## src/rtl/uart_tx_pkg.sv

```systemverilog
// ----------------------------------------------------------------------------
// uart_tx_pkg
// Shared types and constants for the UART transmit scheduler.
//   state_t    : serializer FSM states (IDLE -> START -> DATA -> STOP)
//   FRAME_BITS : bit slots in one 8N1 frame (start + 8 data + stop)
//   bit_cycles : clock cycles per bit slot for a given clock and line rate
// ----------------------------------------------------------------------------
package uart_tx_pkg;

    typedef enum logic [1:0] {
        IDLE  = 2'd0,
        START = 2'd1,
        DATA  = 2'd2,
        STOP  = 2'd3
    } state_t;

    localparam int FRAME_BITS = 10;

    function automatic int bit_cycles(input int clk_hz, input int baud);
        return clk_hz / baud;
    endfunction

endpackage

```

## src/rtl/uart_tx_scheduler_if.sv

```systemverilog
// ----------------------------------------------------------------------------
// uart_tx_scheduler_if
// Request/grant and serial-line bundle between the byte requesters and the
// UART transmit scheduler.
//   req    : per-requester byte pending (held with data stable until gnt)
//   data   : byte for requester i at bits [8i+7:8i]
//   gnt    : one-hot single-cycle grant; the byte is latched in that cycle
//   data_t : serial TX line, idle high
//   busy   : frame in progress
// master = requester side, slave = scheduler side.
// ----------------------------------------------------------------------------
interface uart_tx_scheduler_if #(
    parameter int NREQ = 3
);
    logic [NREQ-1:0]   req;
    logic [8*NREQ-1:0] data;
    logic [NREQ-1:0]   gnt;
    logic              data_t;
    logic              busy;

    modport master (output req, data, input gnt, data_t, busy);
    modport slave  (input req, data, output gnt, data_t, busy);
endinterface

```

## src/rtl/uart_tx_scheduler_rr_arbiter.sv

```systemverilog
// ----------------------------------------------------------------------------
// rr_arbiter
// Combinational round-robin pick: first set request searching upward from
// the pointer with wrap-around. The pointer register lives in the user.
//   i_req   : request vector
//   i_ptr   : index to search from (highest priority this round)
//   o_grant : one-hot winner (zero when no request)
//   o_idx   : binary index of the winner
//   o_valid : any request present
// ----------------------------------------------------------------------------
module rr_arbiter #(
    parameter  int NREQ = 3,
    localparam int PW   = (NREQ > 1) ? $clog2(NREQ) : 1
) (
    input  logic [NREQ-1:0] i_req,
    input  logic [PW-1:0]   i_ptr,
    output logic [NREQ-1:0] o_grant,
    output logic [PW-1:0]   o_idx,
    output logic            o_valid
);

    always_comb begin
        int k;
        k       = 0;
        o_grant = '0;
        o_idx   = '0;
        o_valid = 1'b0;
        for (int o = 0; o < NREQ; o++) begin
            k = (int'(i_ptr) + o) % NREQ;
            if (!o_valid && i_req[k]) begin
                o_valid    = 1'b1;
                o_grant[k] = 1'b1;
                o_idx      = PW'(k);
            end
        end
    end

endmodule

```

## src/rtl/uart_tx_scheduler.sv

```systemverilog
// ----------------------------------------------------------------------------
// uart_tx_scheduler
// Shares one 8N1 UART transmit line between NREQ byte requesters. A
// round-robin arbiter picks one requester per frame; its byte is latched and
// shifted out LSB first at BAUD, with bit timing derived from clk.
//   clk   : system clock, rising edge
//   rst_n : asynchronous active-low reset
//   bus   : slave side of uart_tx_scheduler_if (req/data in; gnt/data_t/busy out)
// Timing: gnt is high for one cycle in IDLE, the start bit begins the next
// cycle, busy covers exactly FRAME_BITS*BIT_CYCLES cycles.
// ----------------------------------------------------------------------------
module uart_tx_scheduler
    import uart_tx_pkg::*;
#(
    parameter int CLK_HZ = 100000000,
    parameter int BAUD   = 9600,
    parameter int NREQ   = 3
) (
    input  logic              clk,
    input  logic              rst_n,
    uart_tx_scheduler_if.slave bus
);

    localparam int BIT_CYCLES = bit_cycles(CLK_HZ, BAUD);
    localparam int CW         = (BIT_CYCLES > 1) ? $clog2(BIT_CYCLES) : 1;
    localparam int PW         = (NREQ > 1) ? $clog2(NREQ) : 1;
    localparam int DATA_BITS  = FRAME_BITS - 2;

    state_t          r_state;
    logic [CW-1:0]   r_baud_cnt;
    logic [2:0]      r_bit_cnt;
    logic [7:0]      r_shift;
    logic [PW-1:0]   r_ptr;
    logic [PW-1:0]   r_gidx;
    logic [NREQ-1:0] r_gnt;
    logic            r_data_t;
    logic            r_busy;

    state_t          w_state_nxt;
    logic [CW-1:0]   w_baud_nxt;
    logic [2:0]      w_bit_nxt;
    logic [7:0]      w_shift_nxt;
    logic [PW-1:0]   w_ptr_nxt;
    logic [PW-1:0]   w_gidx_nxt;
    logic [NREQ-1:0] w_gnt_nxt;
    logic            w_data_t_nxt;
    logic            w_busy_nxt;
    logic            w_decide;
    logic            w_baud_last;
    logic            w_bit_last;
    logic [7:0]      w_sel_byte;

    logic [NREQ-1:0] w_arb_grant;
    logic [PW-1:0]   w_arb_idx;
    logic            w_arb_valid;

    rr_arbiter #(.NREQ(NREQ)) u_arb (
        .i_req   (bus.req),
        .i_ptr   (r_ptr),
        .o_grant (w_arb_grant),
        .o_idx   (w_arb_idx),
        .o_valid (w_arb_valid)
    );

    // Byte of the requester granted last cycle.
    always_comb begin
        w_sel_byte = '0;
        for (int i = 0; i < NREQ; i++) begin
            if (r_gidx == PW'(i)) begin
                w_sel_byte = bus.data[8*i +: 8];
            end
        end
    end

    assign w_baud_last = (r_baud_cnt == CW'(BIT_CYCLES - 1));
    assign w_bit_last  = (r_bit_cnt == 3'(DATA_BITS - 1));

    always_comb begin
        w_state_nxt  = r_state;
        w_baud_nxt   = r_baud_cnt;
        w_bit_nxt    = r_bit_cnt;
        w_shift_nxt  = r_shift;
        w_ptr_nxt    = r_ptr;
        w_gidx_nxt   = r_gidx;
        w_gnt_nxt    = '0;
        w_decide     = 1'b0;
        w_data_t_nxt = 1'b1;
        w_busy_nxt   = 1'b0;

        unique case (r_state)
            IDLE: begin
                // A grant issued last edge means this is the gnt cycle:
                // latch the byte now and start the frame next cycle.
                if (r_gnt != '0) begin
                    w_shift_nxt = w_sel_byte;
                    w_baud_nxt  = '0;
                    w_bit_nxt   = '0;
                    w_state_nxt = START;
                end else begin
                    w_decide = 1'b1;
                end
            end
            START: begin
                if (w_baud_last) begin
                    w_baud_nxt  = '0;
                    w_state_nxt = DATA;
                end else begin
                    w_baud_nxt = r_baud_cnt + 1'b1;
                end
            end
            DATA: begin
                if (w_baud_last) begin
                    w_baud_nxt  = '0;
                    w_shift_nxt = {1'b0, r_shift[7:1]};
                    if (w_bit_last) begin
                        w_bit_nxt   = '0;
                        w_state_nxt = STOP;
                    end else begin
                        w_bit_nxt = r_bit_cnt + 1'b1;
                    end
                end else begin
                    w_baud_nxt = r_baud_cnt + 1'b1;
                end
            end
            STOP: begin
                if (w_baud_last) begin
                    w_baud_nxt  = '0;
                    w_state_nxt = IDLE;
                    // Arbitrate on the last stop cycle so the grant pulse
                    // lands in the first IDLE cycle.
                    w_decide    = 1'b1;
                end else begin
                    w_baud_nxt = r_baud_cnt + 1'b1;
                end
            end
            default: w_state_nxt = IDLE;
        endcase

        if (w_decide && w_arb_valid) begin
            w_gnt_nxt  = w_arb_grant;
            w_gidx_nxt = w_arb_idx;
            w_ptr_nxt  = (w_arb_idx == PW'(NREQ - 1)) ? '0 : w_arb_idx + 1'b1;
        end

        // Line level is registered from the next state so it never glitches.
        unique case (w_state_nxt)
            START:   w_data_t_nxt = 1'b0;
            DATA:    w_data_t_nxt = w_shift_nxt[0];
            default: w_data_t_nxt = 1'b1;
        endcase
        w_busy_nxt = (w_state_nxt != IDLE);
    end

    always_ff @(posedge clk or negedge rst_n) begin
        if (!rst_n) begin
            r_state    <= IDLE;
            r_baud_cnt <= '0;
            r_bit_cnt  <= '0;
            r_shift    <= '0;
            r_ptr      <= '0;
            r_gidx     <= '0;
            r_gnt      <= '0;
            r_data_t   <= 1'b1;
            r_busy     <= 1'b0;
        end else begin
            r_state    <= w_state_nxt;
            r_baud_cnt <= w_baud_nxt;
            r_bit_cnt  <= w_bit_nxt;
            r_shift    <= w_shift_nxt;
            r_ptr      <= w_ptr_nxt;
            r_gidx     <= w_gidx_nxt;
            r_gnt      <= w_gnt_nxt;
            r_data_t   <= w_data_t_nxt;
            r_busy     <= w_busy_nxt;
        end
    end

    assign bus.gnt    = r_gnt;
    assign bus.data_t = r_data_t;
    assign bus.busy   = r_busy;

endmodule

```

## src/flat_wrapper.sv

```systemverilog
// flat-port wrapper written by rule: the top's interface ports become plain ports
module uart_tx_scheduler_flat import uart_tx_pkg::*;
#(
    parameter int CLK_HZ = 100000000,
    parameter int BAUD   = 9600,
    parameter int NREQ   = 3
)
  (clk, rst_n, bus_req, bus_data, bus_gnt, bus_data_t, bus_busy);
  uart_tx_scheduler_if #(.NREQ(NREQ)) bus_i ();
  input  logic clk;
  input  logic rst_n;
  input wire logic [$bits(bus_i.req)-1:0] bus_req;
  input wire logic [$bits(bus_i.data)-1:0] bus_data;
  output wire logic [$bits(bus_i.gnt)-1:0] bus_gnt;
  output wire logic [$bits(bus_i.data_t)-1:0] bus_data_t;
  output wire logic [$bits(bus_i.busy)-1:0] bus_busy;
  assign bus_i.req = bus_req;
  assign bus_i.data = bus_data;
  assign bus_gnt = bus_i.gnt;
  assign bus_data_t = bus_i.data_t;
  assign bus_busy = bus_i.busy;
  uart_tx_scheduler #(.CLK_HZ(CLK_HZ), .BAUD(BAUD), .NREQ(NREQ)) u_core (.clk(clk), .rst_n(rst_n), .bus(bus_i));
endmodule
```

## config.mk

```make
export PLATFORM = sky130hd
export DESIGN_NAME = uart_tx_scheduler_flat
export DESIGN_NICKNAME = d
export VERILOG_FILES = /design/src/rtl/uart_tx_pkg.sv /design/src/rtl/uart_tx_scheduler_if.sv /design/src/rtl/uart_tx_scheduler_rr_arbiter.sv /design/src/rtl/uart_tx_scheduler.sv /design/src/flat_wrapper.sv
export SDC_FILE = /design/constraint.sdc
export NUM_CORES = 1
export LEC_CHECK = 0
export CAP_MARGIN = 20
export CORE_ASPECT_RATIO = 0.75
export CORE_MARGIN = 5
export CORE_UTILIZATION = 50
export DETAILED_ROUTE_END_ITERATION = 8
export GPL_ROUTABILITY_DRIVEN = 0
export PLACE_DENSITY = 0.88
export SYNTH_ARGS = -nofsm -noshare
export SYNTH_HDL_FRONTEND = slang
export SYNTH_HIERARCHICAL = 1
export SYNTH_SLANG_ARGS = --single-unit
```

## constraint.sdc

```tcl
create_clock -name clk -period 2.5 [get_ports clk]
set_input_delay 0.625 -clock clk [delete_from_list [all_inputs] [get_ports clk]]
set_output_delay 0.625 -clock clk [all_outputs]
set_load 0.05 [all_outputs]
```

==> impl_metrics.ini <==
[timing]
slew_headroom = 0.660
worst_pin_slew_ps = 509
max_freq_mhz = 411
report.final.slew_viol_count = 0
hold_viol_final = 0
min_period_over_period = 0.974
period_minus_slack_ps = 2430
finalSetupViolCount = 0
clock_skew_ps = 2.77

[final_layout]
area_delta_synth_final_pct = 23.0
utilization = 0.627
fin_area_sq_um = 3040
fin_nets = 337
drive_gt1_frac = 0.175
antenna-diode-count = 0
stdcell_count = 357

[synth]
synth_compound_area_frac = 0.150
ys_ff_latch = 36
yosys-top-cells-count = dfrtp_1, nor2_1, nand2_1
synthSimpleGateAreaFrac = 0.216
avgSynthCellArea_sq_um = 9.77
yosysTopAreaCell = dfrtp_1
ys_warn_count = 6
yosysSeqAreaShare = 0.365
synth_xor_area_frac = 0.0390
synth_top_area_share = 0.354
synth_mux_area_frac = 0.125
synth_top_cells_by_area = dfrtp_1, ha_1, nor2_1, mux2i_1, mux2_2
synth-edff-count = 0
async_flop_share = 1.00
synth_area_sq_um = 2470
synth_top_family_by_area = simple AND/OR/NAND/NOR gates
synth.net_count = 294
synthCells = 253
synthAdderAreaFrac = 0.0608
ys.flop_type = dfrtp_1
yosysUniqueCellTypes = 59
synth.most_common_cell = dfrtp_1

[place]
place_area_sq_um = 2900
io_buffers = 33
place_inst = 346
hpwl_um = 4070

[pwr]
powerDensity_nw_per_um2 = 1010
vdd_drop_max_mv = 0.608
leakage_nw = 1.35

[cts]
h-tree-depth = 2
clock_sinks = 36
tritoncts = built
path_clk_slew_ps = 70
cts_root_buffer = clkbuf_8
cts_made_buffers = 5
worstSkewPairLatency_ps = 280
cts_buffer_depth = 2

[routing]
dr_total_vias = 2085
wirelength_um = 5600
routedWlPerCell_um = 15.7
viasPerCell = 5.84
drtIter0Drc = 96
ant_nets = 0
drt_pass1_iterations = 4
drc_errors = 0

[floorplan]
start_util = 0.510
rows = 22
io_pins = 34
core_area_sq_um = 4840
die_area_sq_um = 6460
die_h_um = 70.9
fp.dieW_um = 91.2

[global_routing]
grt_pass1_wl_um = 9300
grt-ovfl-total = 0
grt_max_degree = 37
antenna_found_initial = 0
grt_pass1_vias = 1940
grt_usage = 0.180

[critical_path]
crit_type = reg2reg
crit_fanout = 9
endpoint_kind = register
cp.arrival_ps = 2600
critPathRequiredTime_ps = 2670
startpoint_type = register
r2r_cells = 7

[outcome]
status = finished clean

[min_path]
hold_class = reg2reg
min_path_cells = 1

[job]
cap_violations = 0
==> per-stage QoR <==
stage	setup TNS, ps	total power [W]	hold WS [ps]	setup WS [ps]
3_3_place_gp	0	0.00249	490	79.1
5_1_grt	-45.8	0.00325	539	-12.9
3_5_place_dp	-160	0.00254	491	-43.7
6_report	0	0.00306	510	65.4
4_1_cts	0	0.00298	511	55.0
2_1_floorplan	0	0.00213	329	106
==> flip-flops by register name, summed over array words and instances, names as in the netlist <==
name and flops:
u_core/bus.data_t 1, u_core/r_bit_cnt 3, u_core/r_gidx 2, u_core/bus.busy 1
u_core/r_shift 8, u_core/r_baud_cnt 14, u_core/r_ptr 2, u_core/bus.gnt 3
u_core/r_state 2
==> report_power, final <==
part / internal [W] / total (W) / switching, W / leakage [nW]
Combinational: 0.000822 / 0.00180 / 0.000974 / 0.809
Clock: 0.000220 / 0.000421 / 0.000201 / 0.0510
Sequential: 0.000707 / 0.000843 / 0.000136 / 0.487
==> path summary, 6_finish.rpt <==
check | start | end | slack, ps
worst max register to register | u_core/r_baud_cnt[1] | u_core/r_shift[4] | 70
worst min-delay path | u_core/r_shift[1] | u_core/r_shift[1] | 510
worst max-delay path | u_core/r_baud_cnt[1] | u_core/r_shift[4] | 70
max in group asynchronous | rst_n | u_core/bus.data_t | 1400
min in group asynchronous | rst_n | u_core/r_shift[6] | 750
worst min register to register | u_core/r_shift[1] | u_core/r_shift[1] | 510
==> logic make-up (layout without fill, tap and decap cells) <==
| family | Yosys count | after routing |
|---|---|---|
| fa+ha+maj | 12 | 12 |
| compound gates | 53 | 53 |
| mux | 25 | 25 |
| flops | 36 | 36 |
| buf+inv | 23 | 67 |
| xor+xnor | 11 | 11 |
| simple gates | 93 | 93 |
==> layer usage <==
metal	part of all wire	routed length (um)	global-route usage
met5	0	0	0
met1	0.49	2740	0.258
met2	0.45	2510	0.256
met3	0.056	314	0.0584
met4	0.0086	48	0.0570
==> final cells by class <==
class / count / area (sq um)
timing repair buffer: 48 / 447
inverter: 11 / 41.3
sequential: 36 / 902
clock inverter: 2 / 10.0
tap: 60 / 75.1
multi-input combinational: 194 / 1480
clock buffer: 6 / 82.6
fill: 376 / 1810
==> critical path: stages (launching register included) <==
cell     delay (ps)
dfrtp_1         400
ha_2            210
or4bb_4         540
nor4_4          230
buf_6           180
mux2i_4         120
nor2_4          260
mux2_2          380
==> layout by cell type, fill, tap and decap left out, drive strengths merged, types with 3 or more instances in the layout <==
cell,n
nor4bb,3
nor3,4
inv,11
nor4,3
nand2b,4
xor2,7
and2,4
nand4,6
nand3,4
nor2b,3
o31ai,3
mux2i,13
ha,12
o2bb2ai,7
a21oi,15
nand2,17
buf,15
dfrtp,35
mux2,12
and3,3
clkdlybuf4s50,33
o21ai,8
clkbuf,6
xnor2,4
nor2,32
==> timing repair <==
item / CTS / global route
hold buffers: 0 / 0
resized for setup: 0 / 5
setup buffers: 0 / 3
setup endpoints to repair: 0 / 12
Power figures use the tool's default switching activity.
